==> config.mk <==
export PLATFORM = sky130hd
export DESIGN_NAME = drum_step_sequencer
export DESIGN_NICKNAME = d
export VERILOG_FILES = /design/src/rtl/drum_step_sequencer.sv
export SDC_FILE = /design/constraint.sdc
export NUM_CORES = 1
export LEC_CHECK = 0
export ABC_AREA = 1
export CAP_MARGIN = 20
export CORE_MARGIN = 2
export CORE_UTILIZATION = 45
export CTS_CLUSTER_SIZE = 40
export DETAILED_ROUTE_END_ITERATION = 10
export PLACE_DENSITY = 0.74
export SYNTH_ARGS = -nofsm -noshare
export SYNTH_HDL_FRONTEND = slang
export SYNTH_SLANG_ARGS = --single-unit
==> constraint.sdc <==
create_clock -name clk -period 5.4 [get_ports clk]
set_clock_uncertainty 0.1 [all_clocks]
set_input_delay 1.62 -clock clk [delete_from_list [all_inputs] [get_ports clk]]
set_output_delay 1.62 -clock clk [all_outputs]
set_load 0.005 [all_outputs]
==> src/rtl/drum_step_sequencer.sv <==
// Drum step sequencer: watches the step counter's index, looks up a
// per-track pattern bit and emits fixed-length trigger pulses.
// The pattern store, run/stop control, per-track mute and per-track
// trigger-length timers all live here.
module drum_step_sequencer #(
  parameter int TRACKS = 4,
  parameter int STEP_W = 4,
  parameter int LEN_W  = 8,
  localparam int TW    = (TRACKS > 1) ? $clog2(TRACKS) : 1
) (
  input  logic              clk,
  input  logic              rst,
  input  logic              run_i,
  input  logic [STEP_W-1:0] step_i,
  input  logic [LEN_W-1:0]  trig_len_i,
  input  logic [TRACKS-1:0] mute_i,
  input  logic              wr_en_i,
  input  logic [TW-1:0]     wr_track_i,
  input  logic [STEP_W-1:0] wr_step_i,
  input  logic              wr_val_i,
  output logic [TRACKS-1:0] trig_o,
  output logic              step_fire_o,
  output logic              running_o
);

  localparam int STEPS = 2 ** STEP_W;

  typedef enum logic {
    IDLE = 1'b0,
    RUN  = 1'b1
  } state_t;

  state_t                       state_q, state_d;
  logic                         entry_q, entry_d;
  logic [STEP_W-1:0]            step_q, step_d;
  logic [TRACKS-1:0][STEPS-1:0] pattern_q, pattern_d;
  logic [TRACKS-1:0][LEN_W-1:0] timer_q, timer_d;
  logic [TRACKS-1:0]            trig_q, trig_d;
  logic                         step_fire_q, step_fire_d;

  logic                         run_active;
  logic                         fire;
  logic [TRACKS-1:0]            hit;
  logic [LEN_W-1:0]             len_eff;

  // Run/stop control; entering RUN raises a one-cycle flag so the first
  // cycle in RUN fires even when the step index has not moved.
  always_comb begin
    state_d = state_q;
    entry_d = 1'b0;
    case (state_q)
      IDLE: begin
        if (run_i) begin
          state_d = RUN;
          entry_d = 1'b1;
        end
      end
      RUN: begin
        if (!run_i) begin
          state_d = IDLE;
        end
      end
      default: state_d = IDLE;
    endcase
  end

  // Fire detection: a new step (or the entry cycle) while still running;
  // the pattern lookup reads the stored bit, so a same-cycle write is not seen.
  always_comb begin
    run_active  = (state_q == RUN) && run_i;
    fire        = run_active && (entry_q || (step_i != step_q));
    step_d      = fire ? step_i : step_q;
    step_fire_d = fire;
    len_eff     = (trig_len_i == '0) ? LEN_W'(1) : trig_len_i;
    hit         = '0;
    for (int t = 0; t < TRACKS; t++) begin
      hit[t] = pattern_q[t][step_i] & ~mute_i[t];
    end
  end

  // Pattern writes are accepted in any state; track indices past TRACKS match nothing.
  always_comb begin
    pattern_d = pattern_q;
    if (wr_en_i) begin
      for (int t = 0; t < TRACKS; t++) begin
        if (wr_track_i == TW'(t)) begin
          pattern_d[t][wr_step_i] = wr_val_i;
        end
      end
    end
  end

  // Per-track length timers: reload on a hit, count down otherwise, and
  // clear together the moment playback stops.
  always_comb begin
    timer_d = timer_q;
    trig_d  = '0;
    for (int t = 0; t < TRACKS; t++) begin
      if (!run_active) begin
        timer_d[t] = '0;
      end else if (fire && hit[t]) begin
        timer_d[t] = len_eff;
      end else if (timer_q[t] != '0) begin
        timer_d[t] = timer_q[t] - LEN_W'(1);
      end
      trig_d[t] = (timer_d[t] != '0);
    end
  end

  // State and datapath registers; reset clears everything including the pattern.
  always_ff @(posedge clk or posedge rst) begin
    if (rst) begin
      state_q     <= IDLE;
      entry_q     <= 1'b0;
      step_q      <= '0;
      pattern_q   <= '0;
      timer_q     <= '0;
      trig_q      <= '0;
      step_fire_q <= 1'b0;
    end else begin
      state_q     <= state_d;
      entry_q     <= entry_d;
      step_q      <= step_d;
      pattern_q   <= pattern_d;
      timer_q     <= timer_d;
      trig_q      <= trig_d;
      step_fire_q <= step_fire_d;
    end
  end

  assign trig_o      = trig_q;
  assign step_fire_o = step_fire_q;
  assign running_o   = (state_q == RUN);

endmodule

==> results of run 1 <==
==> power breakdown <==
part	total, mW	switching, mW	leakage (nW)	internal [mW]
clock network	0.702	0.292	0.162	0.410
logic	1.69	1.05	2.18	0.639
registers	1.15	0.130	1.37	1.02
total	3.54	1.47	3.71	2.07
==> area by class of cell <==
cell class	count	share of cell area
Clock inverter	3	0.00621
Sequential cell	107	0.380
Timing Repair Buffer	40	0.0557
Tap cell	180	0.0320
Multi-Input combinational cell	563	0.407
Inverter	145	0.0790
Clock buffer	13	0.0398
==> cell families (layout without fill, tap and decap cells) <==
logic type | count (synthesis) | count (layout) | share of synthesized area
AOI/OAI and AO/OA | 152 | 152 | 0.135
xor gates and xnor gates | 14 | 14 | 0.0195
DFF | 107 | 107 | 0.426
adders and majority gates | 8 | 8 | 0.0159
and+or+nand+nor | 389 | 389 | 0.283
buffers and inverters | 177 | 201 | 0.120
==> critical path: stages <==
cell and delay, ns:
clkdlybuf4s50_1 0.68, inv_2 0.54, nand2_2 0.09, nand3_2 0.10
nor2_2 0.04, nand2_2 0.07, nand2_4 0.14, nor2_4 0.28
nand3_1 0.11, nand3_1 0.14, nand2_1 0.07, nor2_1 0.10
nand2_1 0.06
==> state kept, by name (all words and copies together) (netlist names) <==
signal       flops
timer_q         32
pattern_q       64
step_q           4
step_fire_o      1
entry_q          1
trig_o           4
running_o        1
==> metrics by stage <==
step | hold slack [ns] | utilization | setup WS (ns) | cell area [um2] | std cells
2_1_floorplan | 0.343 | - | 0.863 | 6280 | 847
3_3_place_gp | 0.344 | 0.488 | 1.19 | 6720 | 1035
3_5_place_dp | 0.359 | 0.488 | 1.15 | 6720 | 1035
4_1_cts | 0.369 | 0.512 | 1.52 | 7050 | 1051
5_1_grt | 0.400 | 0.512 | 1.25 | 7050 | 1051
6_report | 0.359 | 0.512 | 1.50 | 7050 | 1051
==> metal layers <==
layer / part of all wire / wire [um]
met3: 0.056 / 849
met1: 0.45 / 6800
met4: 0.013 / 203
met5: 0 / 0
met2: 0.48 / 7240
==> how the worst max path moves through the flow <==
| stage | endpoint | slack (ns) | depth (start not counted) |
|---|---|---|---|
| 2_1_floorplan | entry_q | 0.86 | 1 |
| 3_3_place_gp | trig_o[1] | 1.19 | 14 |
| 3_5_place_dp | trig_o[1] | 1.15 | 14 |
| 4_1_cts | trig_o[1] | 1.52 | 14 |
| 5_1_grt | trig_o[1] | 1.25 | 13 |
| 6_report | trig_o[1] | 1.50 | 13 |
==> cells in the final DEF, fill, tap and decap left out, types with 2 or more instances in the layout <==
master / count
nand2_1: 175
inv_1: 139
nand3_1: 129
dfrtp_1: 107
a31oi_1: 61
a21oi_1: 61
nor2_1: 45
clkdlybuf4s50_1: 32
o21ai_0: 26
xor2_1: 14
clkbuf_16: 9
ha_1: 8
buf_4: 7
nand2_2: 6
nand4_1: 6
nor4_1: 4
nor3_2: 4
nand2_4: 4
nor3_1: 4
clkbuf_8: 4
nor2_4: 3
or2_2: 2
inv_2: 2
inv_6: 2
nor2_2: 2
a21o_1: 2
==> flow_summary.toml, run 1 <==
[run_status]
status = "completed"

[clock_tree]
cts_setup_buffers = 0
cts_resized = 0
root_buffer = "clkbuf_16"
cts_buffer_depth = 2
cts_max_level = 3
cts_hold_buffers = 0
clkLatencyLatePin_ns = 0.36
cts_tree = "built"
cts_sinks = 107
clkSlewWorstSetupHoldPaths_ns = 0.07
cts_made_buffers = 9

[die]
pin_count = 33
num_rows = 43
core-area_um2 = 13800
start_util = 0.456
die_h_um = 122
die-area_um2 = 14900
die_w_um = 122

[cells_and_area]
diodes = 0
final_layout_size_suffix_gt1_frac = 0.0620
fin_nets = 901
areaGrowthSynthToFinish_pct = 12.2
seqCellArea_um2 = 2680
fill_cells = 1349
multi_input_area_um2 = 2870

[routing]
dr_total_vias = 5633
wl_um = 15100
drt-initial-drc-count = 614
drc = 0
viasPerCell = 5.36
ant_nets = 0
avgRoutedWirePerCell_um = 14.4
firstDrtPassIters = 6

[placed_design]
portBuffers = 32
dpl.hpwl_um = 10200
gp_congestion = 0.852

[grt]
antenna_found_initial = 0
met3_usage = 0.0487
grt_start_max_net_pins = 55
grt_use_total = 0.215
use_met1 = 0.287
top_usage_layer = "met2"
grt_pass1_wl_um = 25400
met2_usage = 0.354
grt_pass1_vias = 5260
gr-total-overflow = 0

[worst_hold_path]
min_from = "running_o"
whs_path_depth = 1
hp-class = "register to register"
hold_path_end = "entry_q"

[timing]
slew_violations = 0
period_needed_ns = 3.90
finalCritPeriodShare = 0.722
setup_viol = 0
maxSlewHeadroom = 0.458
finalHoldViolCount = 0
grt_setup_unrepaired = "false"
tns_ns = 0
max_slew.worst_pin.slew_ns = 0.810
clock.fmax_mhz = 257

[synth]
synth_area_um2 = 6280
synth-seq-cells = 107
synth.area.top_cells = "dfrtp_1 (43%), nand2_1 (10%), nand3_1 (10%)"
synth_edf_count = 0
yosysMostFrequentCell = "nand2_1"
syn_inst = 847
synth_async_sr_flop_share = 1.00
synth_common_cells = "nand2_1 (175), inv_1 (140), nand3_1 (129)"
synth.avg_cell_area_um2 = 7.41
mappedNetlistNets = 882
synth_top_flop_cell = "dfrtp_1"
yosys_warnings = 0
yosys.area.top_type = "dfrtp_1"
synth_top_area_share = 0.426
ys_types = 34
ys_seq_area_frac = 0.426

[worst_setup_path]
crit_start = "step_i[0]"
path_class = "input pin to register"
r2r_setup_slack_ns = 3.41
r2r_cells = 10
crit_path_start_kind = "input pin"
path_max_fanout = 28
r2r_start = "timer_q[10]"
r2r-end = "trig_o[1]"
cp_data_arrival_time_ns = 4.04
required_ns = 5.54
cp-end-kind = "register"

[pwr]
totalPowerFinal_mw = 3.54
irDropWorstVdd_uv = 281
p_leak_nw = 3.71
power_density_nw_per_um2 = 503

[flow_run]
maxCapViolCount = 0
Note: power is estimated with default switching activity, not from simulation.
==> run 2, diff against run 1 <==
- PLACE_DENSITY: 0.74 -> 0.76
- clock period: 5.4 -> 3.1 ns (I/O delays scaled with it)
==> flow_summary.toml, run 2 (synthesized netlist as in run 1, its figures left out) <==
[timing]
max_slew.worst_pin.slew_ns = 0.589
slew_violations = 0
grt_setup_unrepaired = "false"
finalCritPeriodShare = 0.919
period_needed_ns = 2.85
maxSlewHeadroom = 0.606
setup_viol = 0
clock.fmax_mhz = 351
tns_ns = 0
fin_ws_ns = 0.250
finalHoldViolCount = 0

[worst_hold_path]
min_from = "running_o"
whs_path_depth = 1
hold_path_end = "entry_q"
hp-class = "register to register"

[cells_and_area]
largest_reg_flops = 64
areaGrowthSynthToFinish_pct = 16.0
final_cell_mix = "nand2_1 (175), inv_1 (139), nand3_1 (129)"
final_layout_size_suffix_gt1_frac = 0.0882
fill_cells = 1309
max_flop_register = "pattern_q"
final_common_cell = "nand2_1"
fin_nets = 926
utilization = 0.529
diodes = 0
largestRegisters = "pattern_q: 64 flops, timer_q: 32 flops"

[routing]
drt-initial-drc-count = 627
dr_total_vias = 5768
firstDrtPassIters = 5
ant_nets = 0
avgRoutedWirePerCell_um = 14.3
wl_um = 15400
viasPerCell = 5.36
drc = 0

[placed_design]
gp_congestion = 0.905
portBuffers = 32
post-place-ws_ns = -0.0528
dpl.hpwl_um = 10400

[clock_tree]
cts_sinks = 107
cts_setup_buffers = 0
clkSlewWorstSetupHoldPaths_ns = 0.07
cts_hold_buffers = 0
cts_resized = 0
cts_max_level = 3
cts_tree = "built"
root_buffer = "clkbuf_16"
cts_made_buffers = 9
clkLatencyLatePin_ns = 0.36
cts_buffer_depth = 2

[die]
die_w_um = 122
num_rows = 43
start_util = 0.456
core-area_um2 = 13800
die_h_um = 122
die-area_um2 = 14900
pin_count = 33

[grt]
gr-total-overflow = 0
grt_use_total = 0.219
grt_start_max_net_pins = 108
grt_pass1_vias = 5365
grt_pass1_wl_um = 25800
antenna_found_initial = 0

[worst_setup_path]
required_ns = 3.24
r2r_cells = 11
cp_data_arrival_time_ns = 2.99
path_class = "input pin to register"
path_max_fanout = 24
r2r_setup_slack_ns = 1.13
crit_path_start_kind = "input pin"
cp-end-kind = "register"
r2r_start = "timer_q[0]"
r2r-end = "trig_o[0]"

[run_status]
status = "completed"

[pwr]
p_leak_nw = 3.83
totalPowerFinal_mw = 6.45
irDropWorstVdd_uv = 403
power_density_nw_per_um2 = 885

[flow_run]
maxCapViolCount = 0
## run 2: changes by cell type in the layout (fill, tap and decap cells not counted), sizes merged
cell	before	now
buf	8	33
clkinv	3	1
clkinvlp	0	2
bufinv	1	2
inv	144	143
## run 2: stage by stage
stage,cells,hold WS (ns),instance area (um2)
floorplan,847,0.343,6280
detailed placement,1060,0.353,6940
CTS,1076,0.361,7290
global route,1076,0.392,7290
global placement,1060,0.347,6940
finish,1076,0.357,7290
## run 2: power by group
group / leakage [nW] / total [mW] / internal, mW / switching, mW
Sequential: 1.37 / 2.01 / 1.78 / 0.223
Clock: 0.168 / 1.31 / 0.796 / 0.516
Combinational: 2.30 / 3.13 / 1.23 / 1.90
Total: 3.83 / 6.45 / 3.81 / 2.64
## run 2: area by class of cell
| type | count | area (um2) | area share |
|---|---|---|---|
| clock buffer | 13 | 280 | 0.0385 |
| clock inverter | 3 | 67.6 | 0.00927 |
| inverter | 145 | 558 | 0.0766 |
| multi-input combinational | 563 | 2870 | 0.394 |
| sequential | 107 | 2680 | 0.368 |
| tap | 180 | 225 | 0.0309 |
| timing repair buffer | 65 | 606 | 0.0831 |
## run 2: worst max-delay path by stage
stage | start | end | slack (ns) | cells after the start
2_1_floorplan | step_i[1] | trig_o[2] | 0.77 | 14
3_3_place_gp | step_i[0] | trig_o[0] | -0.001 | 14
3_5_place_dp | step_i[0] | trig_o[0] | -0.05 | 14
4_1_cts | step_i[0] | trig_o[0] | 0.29 | 14
5_1_grt | step_i[0] | trig_o[2] | 0.13 | 13
6_report | step_i[0] | trig_o[0] | 0.25 | 14
## run 2: critical path, stage by stage
cell	delay (ns)
clkdlybuf4s50_1	0.61
inv_2	0.09
buf_12	0.16
or2_1	0.21
nand2_1	0.05
nand3_1	0.06
nand3_1	0.09
nand2_2	0.15
nand2_4	0.14
nand2_1	0.07
nand3_1	0.10
nand2_1	0.08
nor2_1	0.16
nand2_1	0.09
## run 2: per-layer routing
metal | routed length (um) | track usage
met2 | 7280 | 0.359
met4 | 321 | 0.0754
met1 | 6960 | 0.286
met5 | 0 | 0
met3 | 797 | 0.0496
==> run 3, diff against run 2 <==
- CORE_ASPECT_RATIO: not set -> 0.9
==> flow_summary.toml, run 3 (synthesized netlist as in run 1, its figures left out) <==
[placed_design]
gp_congestion = 0.864
dpl.cell_count = 1036
portBuffers = 32
dpl.hpwl_um = 10300
post-place-ws_ns = -0.00273

[die]
start_util = 0.465
die_w_um = 129
pin_count = 33
num_rows = 40
die_h_um = 116
die-area_um2 = 14900
core-area_um2 = 13500

[clock_tree]
cts_sinks = 107
cts_made_buffers = 9
cts_resized = 0
clkLatencyLatePin_ns = 0.36
cts_buffer_depth = 2
root_buffer = "clkbuf_16"
cts_hold_buffers = 0
clkSlewWorstSetupHoldPaths_ns = 0.07
cts_max_level = 3
cts_tree = "built"
cts_setup_buffers = 0

[pwr]
clockPowerShare = 0.192
pwr-share-comb = 0.485
power_density_nw_per_um2 = 863
totalPowerFinal_mw = 6.19
p_leak_nw = 3.78
internal_power_mw = 3.57
power.switching_mw = 2.62
switching_share = 0.423
seqPwrFrac = 0.323
irDropWorstVdd_uv = 324

[cells_and_area]
largestRegisters = "pattern_q: 64 flops, timer_q: 32 flops"
max_flop_register = "pattern_q"
fin_nets = 914
areaGrowthSynthToFinish_pct = 14.2
final_layout_size_suffix_gt1_frac = 0.0747
diodes = 0
fin_cells = 1052
final_cell_mix = "nand2_1 (175), inv_1 (139), nand3_1 (129)"
final_common_cell = "nand2_1"
largest_reg_flops = 64
fill_cells = 1243

[timing]
grt_setup_unrepaired = "false"
period_needed_ns = 2.80
max_slew.worst_pin.slew_ns = 0.631
setup_viol = 0
finalCritPeriodShare = 0.902
slew_violations = 0
finalHoldViolCount = 0
maxSlewHeadroom = 0.579
clock.fmax_mhz = 358
fin_ws_ns = 0.304

[routing]
firstDrtPassIters = 8
avgRoutedWirePerCell_um = 14.2
drc = 0
wl_um = 15000
drt-initial-drc-count = 680
dr_total_vias = 5659
viasPerCell = 5.38
ant_nets = 0

[grt]
grt_pass1_vias = 5311
grt_use_total = 0.214
grt_pass1_wl_um = 25500
gr-total-overflow = 0
grt_start_max_net_pins = 61
antenna_found_initial = 0

[worst_setup_path]
cp_data_arrival_time_ns = 2.93
path_class = "input pin to register"
path_max_fanout = 28
crit_path_start_kind = "input pin"
required_ns = 3.24
cp-end-kind = "register"

[worst_hold_path]
hp-class = "register to register"

[flow_run]
maxCapViolCount = 0

[run_status]
status = "completed"
-- run 3: cell count changes in the layout (fill, tap and decap cells not counted), sizes merged --
cell / delta
buf: -12
clkbuf: -2
clkinv: +2
bufinv: -1
inv: +1
-- run 3: final cells by class --
type | count | area [um2] | share of cell area
Sequential cell | 107 | 2680 | 0.373
Timing Repair Buffer | 53 | 553 | 0.0771
Multi-Input combinational cell | 563 | 2870 | 0.400
Clock inverter | 5 | 60.1 | 0.00837
Clock buffer | 11 | 243 | 0.0338
Inverter | 145 | 558 | 0.0778
Tap cell | 168 | 210 | 0.0293
-- run 3: stage by stage --
stage	TNS (ns)	area [um2]	hold WS, ns	util
2_1_floorplan	0	6280	0.343	-
3_3_place_gp	-0.0529	6870	0.353	0.508
3_5_place_dp	-0.00535	6870	0.363	0.508
4_1_cts	0	7170	0.367	0.531
5_1_grt	0	7170	0.386	0.531
6_report	0	7170	0.365	0.531
-- run 3: critical path: stages --
cell and delay, ns:
clkdlybuf4s50_1 0.56, buf_4 0.31, o21ai_0 0.14, nand2_1 0.07
nand3_1 0.06, nand3_1 0.09, nand2_2 0.15, nand2_4 0.14
nand2_1 0.07, nand3_1 0.08, nand2_1 0.05, nor2_1 0.17
nand2_1 0.08
-- run 3: power groups by stage --
stage                     Clock (mW)  Sequential, mW  Combinational (mW)
after global placement             0            2.02                2.89
after CTS                       1.20            2.00                2.98
after floorplan                    0            1.97                2.30
final                           1.19            2.00                3.00
after global routing            1.26            2.05                3.47
after detailed placement           0            2.01                2.93
-- run 3: worst paths after layout --
kind / start / to / slack [ns] / cells after the start
setup / recovery: step_i[0] / trig_o[3] / 0.30 / 13
setup reg to reg: timer_q[10] / trig_o[1] / 1.06 / 10
min in group asynchronous: rst / pattern_q[16] / 0.91 / 2
max in group asynchronous: rst / timer_q[31] / 1.43 / 3
hold reg to reg: running_o / entry_q / 0.36 / 1
hold / removal: running_o / entry_q / 0.36 / 1
-- run 3: routing by layer --
metal / vias up / track usage / wire length [um]
met5: - / 0 / 0
met4: 0 / 0.0638 / 205
met3: 20 / 0.0466 / 925
met2: 186 / 0.324 / 6640
met1: 2616 / 0.311 / 7210
li1: 2837 / - / -
